### config.mk
export PLATFORM = sky130hd
export DESIGN_NAME = muldiv_scheduler
export DESIGN_NICKNAME = d
export VERILOG_FILES = /design/src/rtl/muldiv_pkg.sv /design/src/rtl/muldiv_fixup.sv /design/src/rtl/muldiv_scheduler.sv
export SDC_FILE = /design/constraint.sdc
export NUM_CORES = 1
export LEC_CHECK = 0
export CORE_MARGIN = 2
export CORE_UTILIZATION = 40
export DETAILED_ROUTE_END_ITERATION = 12
export GPL_TIMING_DRIVEN = 0
export PLACE_DENSITY_LB_ADDON = 0.15
export REMOVE_ABC_BUFFERS = 1
export SYNTH_ARGS = -nofsm -noshare
export SYNTH_HDL_FRONTEND = slang
export SYNTH_SLANG_ARGS = --single-unit
export TNS_END_PERCENT = 20
### constraint.sdc
create_clock -name clk -period 7.2 [get_ports clk]
set_input_delay 1.8 -clock clk [delete_from_list [all_inputs] [get_ports clk]]
set_output_delay 1.8 -clock clk [all_outputs]
set_load 0.01 [all_outputs]
### src/rtl/muldiv_pkg.sv
// Shared types and op-decode helpers for the mult/div scheduler.
package muldiv_pkg;

    typedef enum logic [3:0] {
        OP_MULT  = 4'd0,
        OP_MULTU = 4'd1,
        OP_DIV   = 4'd2,
        OP_DIVU  = 4'd3,
        OP_MUL   = 4'd4,
        OP_MADD  = 4'd5,
        OP_MADDU = 4'd6,
        OP_MSUB  = 4'd7,
        OP_MSUBU = 4'd8
    } muldiv_op_t;

    typedef enum logic [1:0] {
        S_IDLE = 2'd0,
        S_MUL  = 2'd1,
        S_DIV  = 2'd2,
        S_DONE = 2'd3
    } muldiv_state_t;

    function automatic logic is_div(input muldiv_op_t op);
        return (op == OP_DIV) || (op == OP_DIVU);
    endfunction

    function automatic logic is_signed(input muldiv_op_t op);
        return (op == OP_MULT) || (op == OP_DIV) || (op == OP_MUL) ||
               (op == OP_MADD) || (op == OP_MSUB);
    endfunction

endpackage

### src/rtl/muldiv_fixup.sv
// Combinational post-correction: sign restore, MADD/MSUB accumulate,
// MUL low-word selection and the divide-by-zero result pattern.
module muldiv_fixup
    import muldiv_pkg::*;
#(
    parameter int W = 32
) (
    input  muldiv_op_t       op,
    input  logic             sign_a,
    input  logic             sign_b,
    input  logic             div_zero,
    input  logic [2*W-1:0]   raw,
    input  logic [2*W-1:0]   acc,
    output logic [W-1:0]     hi,
    output logic [W-1:0]     lo,
    output logic             hilo_we,
    output logic             gpr_we
);

    logic [2*W-1:0] prod;
    logic [2*W-1:0] res;
    logic [W-1:0]   quo;
    logic [W-1:0]   rem;

    always_comb begin
        prod    = (is_signed(op) && (sign_a ^ sign_b)) ? -raw : raw;
        quo     = raw[W-1:0];
        rem     = raw[2*W-1:W];
        res     = prod;
        hilo_we = 1'b1;
        gpr_we  = 1'b0;
        case (op)
            OP_MADD, OP_MADDU: res = acc + prod;
            OP_MSUB, OP_MSUBU: res = acc - prod;
            OP_MUL: begin
                res     = {{W{1'b0}}, prod[W-1:0]};
                hilo_we = 1'b0;
                gpr_we  = 1'b1;
            end
            // remainder follows the dividend's sign, quotient the sign product
            OP_DIV:  res = {(sign_a ? -rem : rem), ((sign_a ^ sign_b) ? -quo : quo)};
            OP_DIVU: res = raw;
            default: res = prod;
        endcase
        if (div_zero) begin
            res[W-1:0] = {W{1'b1}};
        end
    end

    assign hi = res[2*W-1:W];
    assign lo = res[W-1:0];

endmodule

### src/rtl/muldiv_scheduler.sv
// Execute-stage sequencer for the shared multi-cycle mult and div units:
// latches one HI/LO-class op, runs the unit, corrects and holds the result.
module muldiv_scheduler
    import muldiv_pkg::*;
#(
    parameter int W     = 32,
    parameter int CNT_W = 6
) (
    input  logic             clk,
    input  logic             reset,
    input  logic             req_valid,
    input  muldiv_op_t       req_op,
    input  logic [W-1:0]     req_a,
    input  logic [W-1:0]     req_b,
    input  logic [2*W-1:0]   req_acc,
    input  logic             flush,
    input  logic             advance,
    output logic             stall,
    output logic             res_valid,
    output logic [W-1:0]     res_hi,
    output logic [W-1:0]     res_lo,
    output logic             res_hilo_we,
    output logic             res_gpr_we,
    output logic             mul_valid,
    output logic [W-1:0]     mul_a,
    output logic [W-1:0]     mul_b,
    input  logic             mul_done,
    input  logic [2*W-1:0]   mul_c,
    output logic             div_valid,
    output logic [W-1:0]     div_a,
    output logic [W-1:0]     div_b,
    input  logic             div_done,
    input  logic [2*W-1:0]   div_c,
    output logic [CNT_W-1:0] busy_cycles
);

    muldiv_state_t  state;
    muldiv_op_t     op_q;
    logic [W-1:0]   a_q;
    logic [W-1:0]   b_q;
    logic           sa_q;
    logic           sb_q;
    logic [2*W-1:0] acc_q;

    logic           sgn_a;
    logic           sgn_b;
    logic [W-1:0]   abs_a;
    logic [W-1:0]   abs_b;
    logic           div_zero;
    logic           unit_done;

    muldiv_op_t     fix_op;
    logic           fix_sa;
    logic           fix_sb;
    logic           fix_dz;
    logic [2*W-1:0] fix_raw;
    logic [2*W-1:0] fix_acc;
    logic [W-1:0]   fix_hi;
    logic [W-1:0]   fix_lo;
    logic           fix_hilo_we;
    logic           fix_gpr_we;

    always_comb begin
        sgn_a    = is_signed(req_op) & req_a[W-1];
        sgn_b    = is_signed(req_op) & req_b[W-1];
        abs_a    = sgn_a ? -req_a : req_a;
        abs_b    = sgn_b ? -req_b : req_b;
        div_zero = is_div(req_op) && (req_b == '0);
    end

    // In IDLE the fixup serves the divide-by-zero path straight from the request
    always_comb begin
        fix_op  = op_q;
        fix_sa  = sa_q;
        fix_sb  = sb_q;
        fix_dz  = 1'b0;
        fix_acc = acc_q;
        fix_raw = mul_c;
        case (state)
            S_IDLE: begin
                fix_op  = req_op;
                fix_sa  = sgn_a;
                fix_sb  = sgn_b;
                fix_dz  = 1'b1;
                fix_acc = req_acc;
                fix_raw = {abs_a, {W{1'b1}}};
            end
            S_DIV:   fix_raw = div_c;
            default: fix_raw = mul_c;
        endcase
    end

    muldiv_fixup #(.W(W)) u_fixup (
        .op       (fix_op),
        .sign_a   (fix_sa),
        .sign_b   (fix_sb),
        .div_zero (fix_dz),
        .raw      (fix_raw),
        .acc      (fix_acc),
        .hi       (fix_hi),
        .lo       (fix_lo),
        .hilo_we  (fix_hilo_we),
        .gpr_we   (fix_gpr_we)
    );

    assign unit_done = ((state == S_MUL) && mul_done) || ((state == S_DIV) && div_done);
    assign stall     = req_valid && (state != S_DONE) && !flush;
    assign mul_a     = a_q;
    assign mul_b     = b_q;
    assign div_a     = a_q;
    assign div_b     = b_q;

    always_ff @(posedge clk or posedge reset) begin
        if (reset) begin
            state       <= S_IDLE;
            op_q        <= OP_MULT;
            a_q         <= '0;
            b_q         <= '0;
            sa_q        <= 1'b0;
            sb_q        <= 1'b0;
            acc_q       <= '0;
            res_valid   <= 1'b0;
            res_hi      <= '0;
            res_lo      <= '0;
            res_hilo_we <= 1'b0;
            res_gpr_we  <= 1'b0;
            mul_valid   <= 1'b0;
            div_valid   <= 1'b0;
            busy_cycles <= '0;
        end else if (flush) begin
            state     <= S_IDLE;
            res_valid <= 1'b0;
            mul_valid <= 1'b0;
            div_valid <= 1'b0;
        end else begin
            case (state)
                S_IDLE: begin
                    if (req_valid) begin
                        op_q        <= req_op;
                        a_q         <= abs_a;
                        b_q         <= abs_b;
                        sa_q        <= sgn_a;
                        sb_q        <= sgn_b;
                        acc_q       <= req_acc;
                        busy_cycles <= '0;
                        if (div_zero) begin
                            state       <= S_DONE;
                            res_valid   <= 1'b1;
                            res_hi      <= fix_hi;
                            res_lo      <= fix_lo;
                            res_hilo_we <= fix_hilo_we;
                            res_gpr_we  <= fix_gpr_we;
                        end else if (is_div(req_op)) begin
                            state     <= S_DIV;
                            div_valid <= 1'b1;
                        end else begin
                            state     <= S_MUL;
                            mul_valid <= 1'b1;
                        end
                    end
                end
                S_MUL, S_DIV: begin
                    if (busy_cycles != {CNT_W{1'b1}}) begin
                        busy_cycles <= busy_cycles + CNT_W'(1);
                    end
                    if (unit_done) begin
                        state       <= S_DONE;
                        res_valid   <= 1'b1;
                        res_hi      <= fix_hi;
                        res_lo      <= fix_lo;
                        res_hilo_we <= fix_hilo_we;
                        res_gpr_we  <= fix_gpr_we;
                        mul_valid   <= 1'b0;
                        div_valid   <= 1'b0;
                    end
                end
                S_DONE: begin
                    if (advance) begin
                        state     <= S_IDLE;
                        res_valid <= 1'b0;
                    end
                end
                default: state <= S_IDLE;
            endcase
        end
    end

endmodule

==> out/qor.txt <==
status = finished, violations left
failing checks = setup timing
Critical Path End Type = flop
Clock Pin Slew Worst Setup and Hold Paths = 70 ps
Bufs on Longest Clock Path = 3
Hold Crit Depth = 2
Pins Over Slew Limit = 0
Placer Congestion = 0.979
core area = 0.0537 mm²
Post-synth EDFFs = 0
area leader, netlist = dfrtp_1
post-synth cell types = 104
Pwr Density = 631 mW/mm²
CP Data Required Time = 7710 ps
clk root buf = clkbuf_16
WP data arrival = 8370 ps
vias in the first global route = 23.5k
LEAKAGE = 12.5 nW
drt total wl = 97.6 mm
FF-to-FF setup slack = -470 ps
hold wc startpoint = res_hi[18]
slowest cell on the critical path = buf_4
sequential-to-total area share from yosys stat = 0.244
RSZ-0062 raised after global routing = true
Die H = 237 µm
total grt overflow = 0
Max IR drop VDD = 314 µV
r2r worst-path depth = 57
Final Hold Fails = 0
Startpoint Class = input port
final critical-path required period = 7860 ps
post-DR vias/cell = 6.10
GRT Total Usage = 0.331
hold slack = 486 ps
R2R Path Start = state[0]
Final Util = 0.582
cts bufs inserted = 27
final setup vio count = 19
Hold EP = res_hi[18]
post-route ant nets = 0
main area contributors after synthesis = dfrtp_1 (24%), mux2_2 (7.6%), xnor2_1 (7.0%)
r2r endpoint = res_lo[0]
Post-Syn Area = 0.0216 mm²
Detailed Route Iter0 Violations = 2291
Synth top area share = 0.244
drt pass-1 iters = 7
initial core utilization = 0.403
Synth async-reset ratio = 1.00
prevailing post-synth register cell = dfrtp_1
Synth Instances = 2624
YS warnings = 0
most used cell along the critical path = buf_4
total clock sinks = 211
fill count = 4784
synthesis-to-layout area growth = 44.3%
Worst Hold Class = reg -> reg
Die W = 237 µm
Nets = 3512
# port buffers = 470
DRC = 0
die area = 0.0560 mm²
Final Cell Area = 0.0312 mm²
crit path max fanout = 3
share of cells above drive strength 1 = 0.243
H-Tree Depth = 1
Max stage delay on crit path = 140 ps
synth cell count leaders = nand2_1 (239), dfrtp_1 (211), nor2_1 (192)
HPWL after detailed placement = 69.1 mm
syn_area_per_cell = 8.25 µm²
wire per inst = 25.0 µm
cell with the most instances after synthesis = nand2_1
achievable frequency = 0.127 GHz
# IOs = 471
routed vias = 23.8k
antenna violations before repair = 20
register bit count reported by yosys = 211
worst slew pin tran = 1450 ps
clk_skew = 18.0 ps
Rel. slew slack = 0.0327
CTS tree = done
largest net degree at the start of global routing = 115
worst skew pair latency = 580 ps
total power = 19.7 mW
DP Area = 0.0266 mm²
first-pass GRT wire length = 143 mm
WS Path Type = in -> reg
number of max-cap violations = 0
fin worst setup slack = -663 ps
site row count = 85
final period utilization = 1.09
Sum Neg Setup Slack = -3980 ps
worst max path at each step:
stage / start / end / slack, ps / cells past startpoint
finish: mul_c[0] / res_lo[0] / -660 / 55
global route: mul_c[0] / res_lo[0] / -740 / 55
CTS: mul_c[1] / res_hi[25] / -440 / 27
detailed placement: req_op[1] / res_hi[30] / -4140 / 27
global placement: state[0] / res_lo[31] / -11920 / 9
floorplan: state[0] / res_hi[30] / -4750 / 27
per-stage QoR:
stage	instances	setup slack, ps
after global routing	3896	-739
final	3901	-663
after floorplan	2396	-4750
after detailed placement	3587	-4140
after CTS	3842	-436
after global placement	3562	-11920
registers in the layout (all words and copies together), names as in the netlist, 2 cells and up:
register and count:
div_b 32, op_q 4, state 2, res_hi 32
busy_cycles 6, div_a 32, res_lo 32, acc_q 64
layout make-up:
class	count	area (µm²)	area share
multi-input cells	2146	16700	0.536
repair buffers	742	7270	0.233
flip-flops and latches	211	5280	0.169
well taps	696	871	0.0279
clock buffers	33	738	0.0236
inverters	42	169	0.00541
clock inverters	17	136	0.00437
diodes	13	32.5	0.00104
repair inverters	1	5.00	0.000160
cells by family after synthesis:
logic type	share of synthesized area
simple gates	0.200
compound gates	0.241
xor+xnor	0.118
buf+inv	0.0635
flops	0.244
mux	0.0896
fa+ha+maj	0.0431
where the power goes:
group	internal [mW]	switching, mW
clock network	0.768	0.606
registers	1.76	0.493
logic	7.10	8.99
total	9.63	10.1
layer usage:
metal	share of wire	wire length [µm]	vias to the layer above	global-route usage
li1	-	-	10747	-
met1	0.40	39200	11525	0.413
met2	0.47	45500	1214	0.555
met3	0.079	7670	284	0.0577
met4	0.053	5210	8	0.156
met5	0.00044	43	-	0
critical path, delay by kind of cell:
| family | cells | cell delay [ps] |
|---|---|---|
| buffers and inverters | 52 | 6230 |
| multiplexers | 2 | 200 |
| AO/OA/AOI/OAI | 1 | 140 |
repair_timing:
item | in CTS | in global routing
hold buffers | 0 | 0
setup buffers | 199 | 44
gates cloned | 6 | 3
setup endpoints to repair | 50 | 33
resized for setup | 353 | 123
pin swaps | 107 | 72
layout by cell type, fill, tap and decap left out, types with 21 or more instances in the layout:
| master | synthesis | layout |
|---|---|---|
| mux2i_1 | 27 | 23 |
| a31oi_1 | 41 | 33 |
| a221oi_1 | 24 | 21 |
| and2_1 | 27 | 25 |
| nand2_1 | 239 | 233 |
| nand3_1 | 53 | 46 |
| o31ai_1 | 33 | 22 |
| mux2_2 | 147 | 144 |
| buf_4 | 73 | 221 |
| buf_6 | 7 | 26 |
| inv_1 | 42 | 38 |
| nand2b_1 | 34 | 31 |
| nor3_1 | 43 | 32 |
| a21oi_1 | 184 | 165 |
| nor2_1 | 192 | 177 |
| dfrtp_1 | 211 | 211 |
| a21o_1 | 55 | 55 |
| nor2b_1 | 36 | 33 |
| clkdlybuf4s50_1 | 0 | 417 |
| o21ai_0 | 175 | 149 |
| xnor2_1 | 172 | 162 |
| dlygate4sd2_1 | 0 | 21 |
| nand4_1 | 35 | 35 |
| xor2_1 | 117 | 114 |
| clkbuf_16 | 0 | 30 |
| ha_1 | 73 | 64 |
Note: power is estimated with default switching activity, not from simulation.
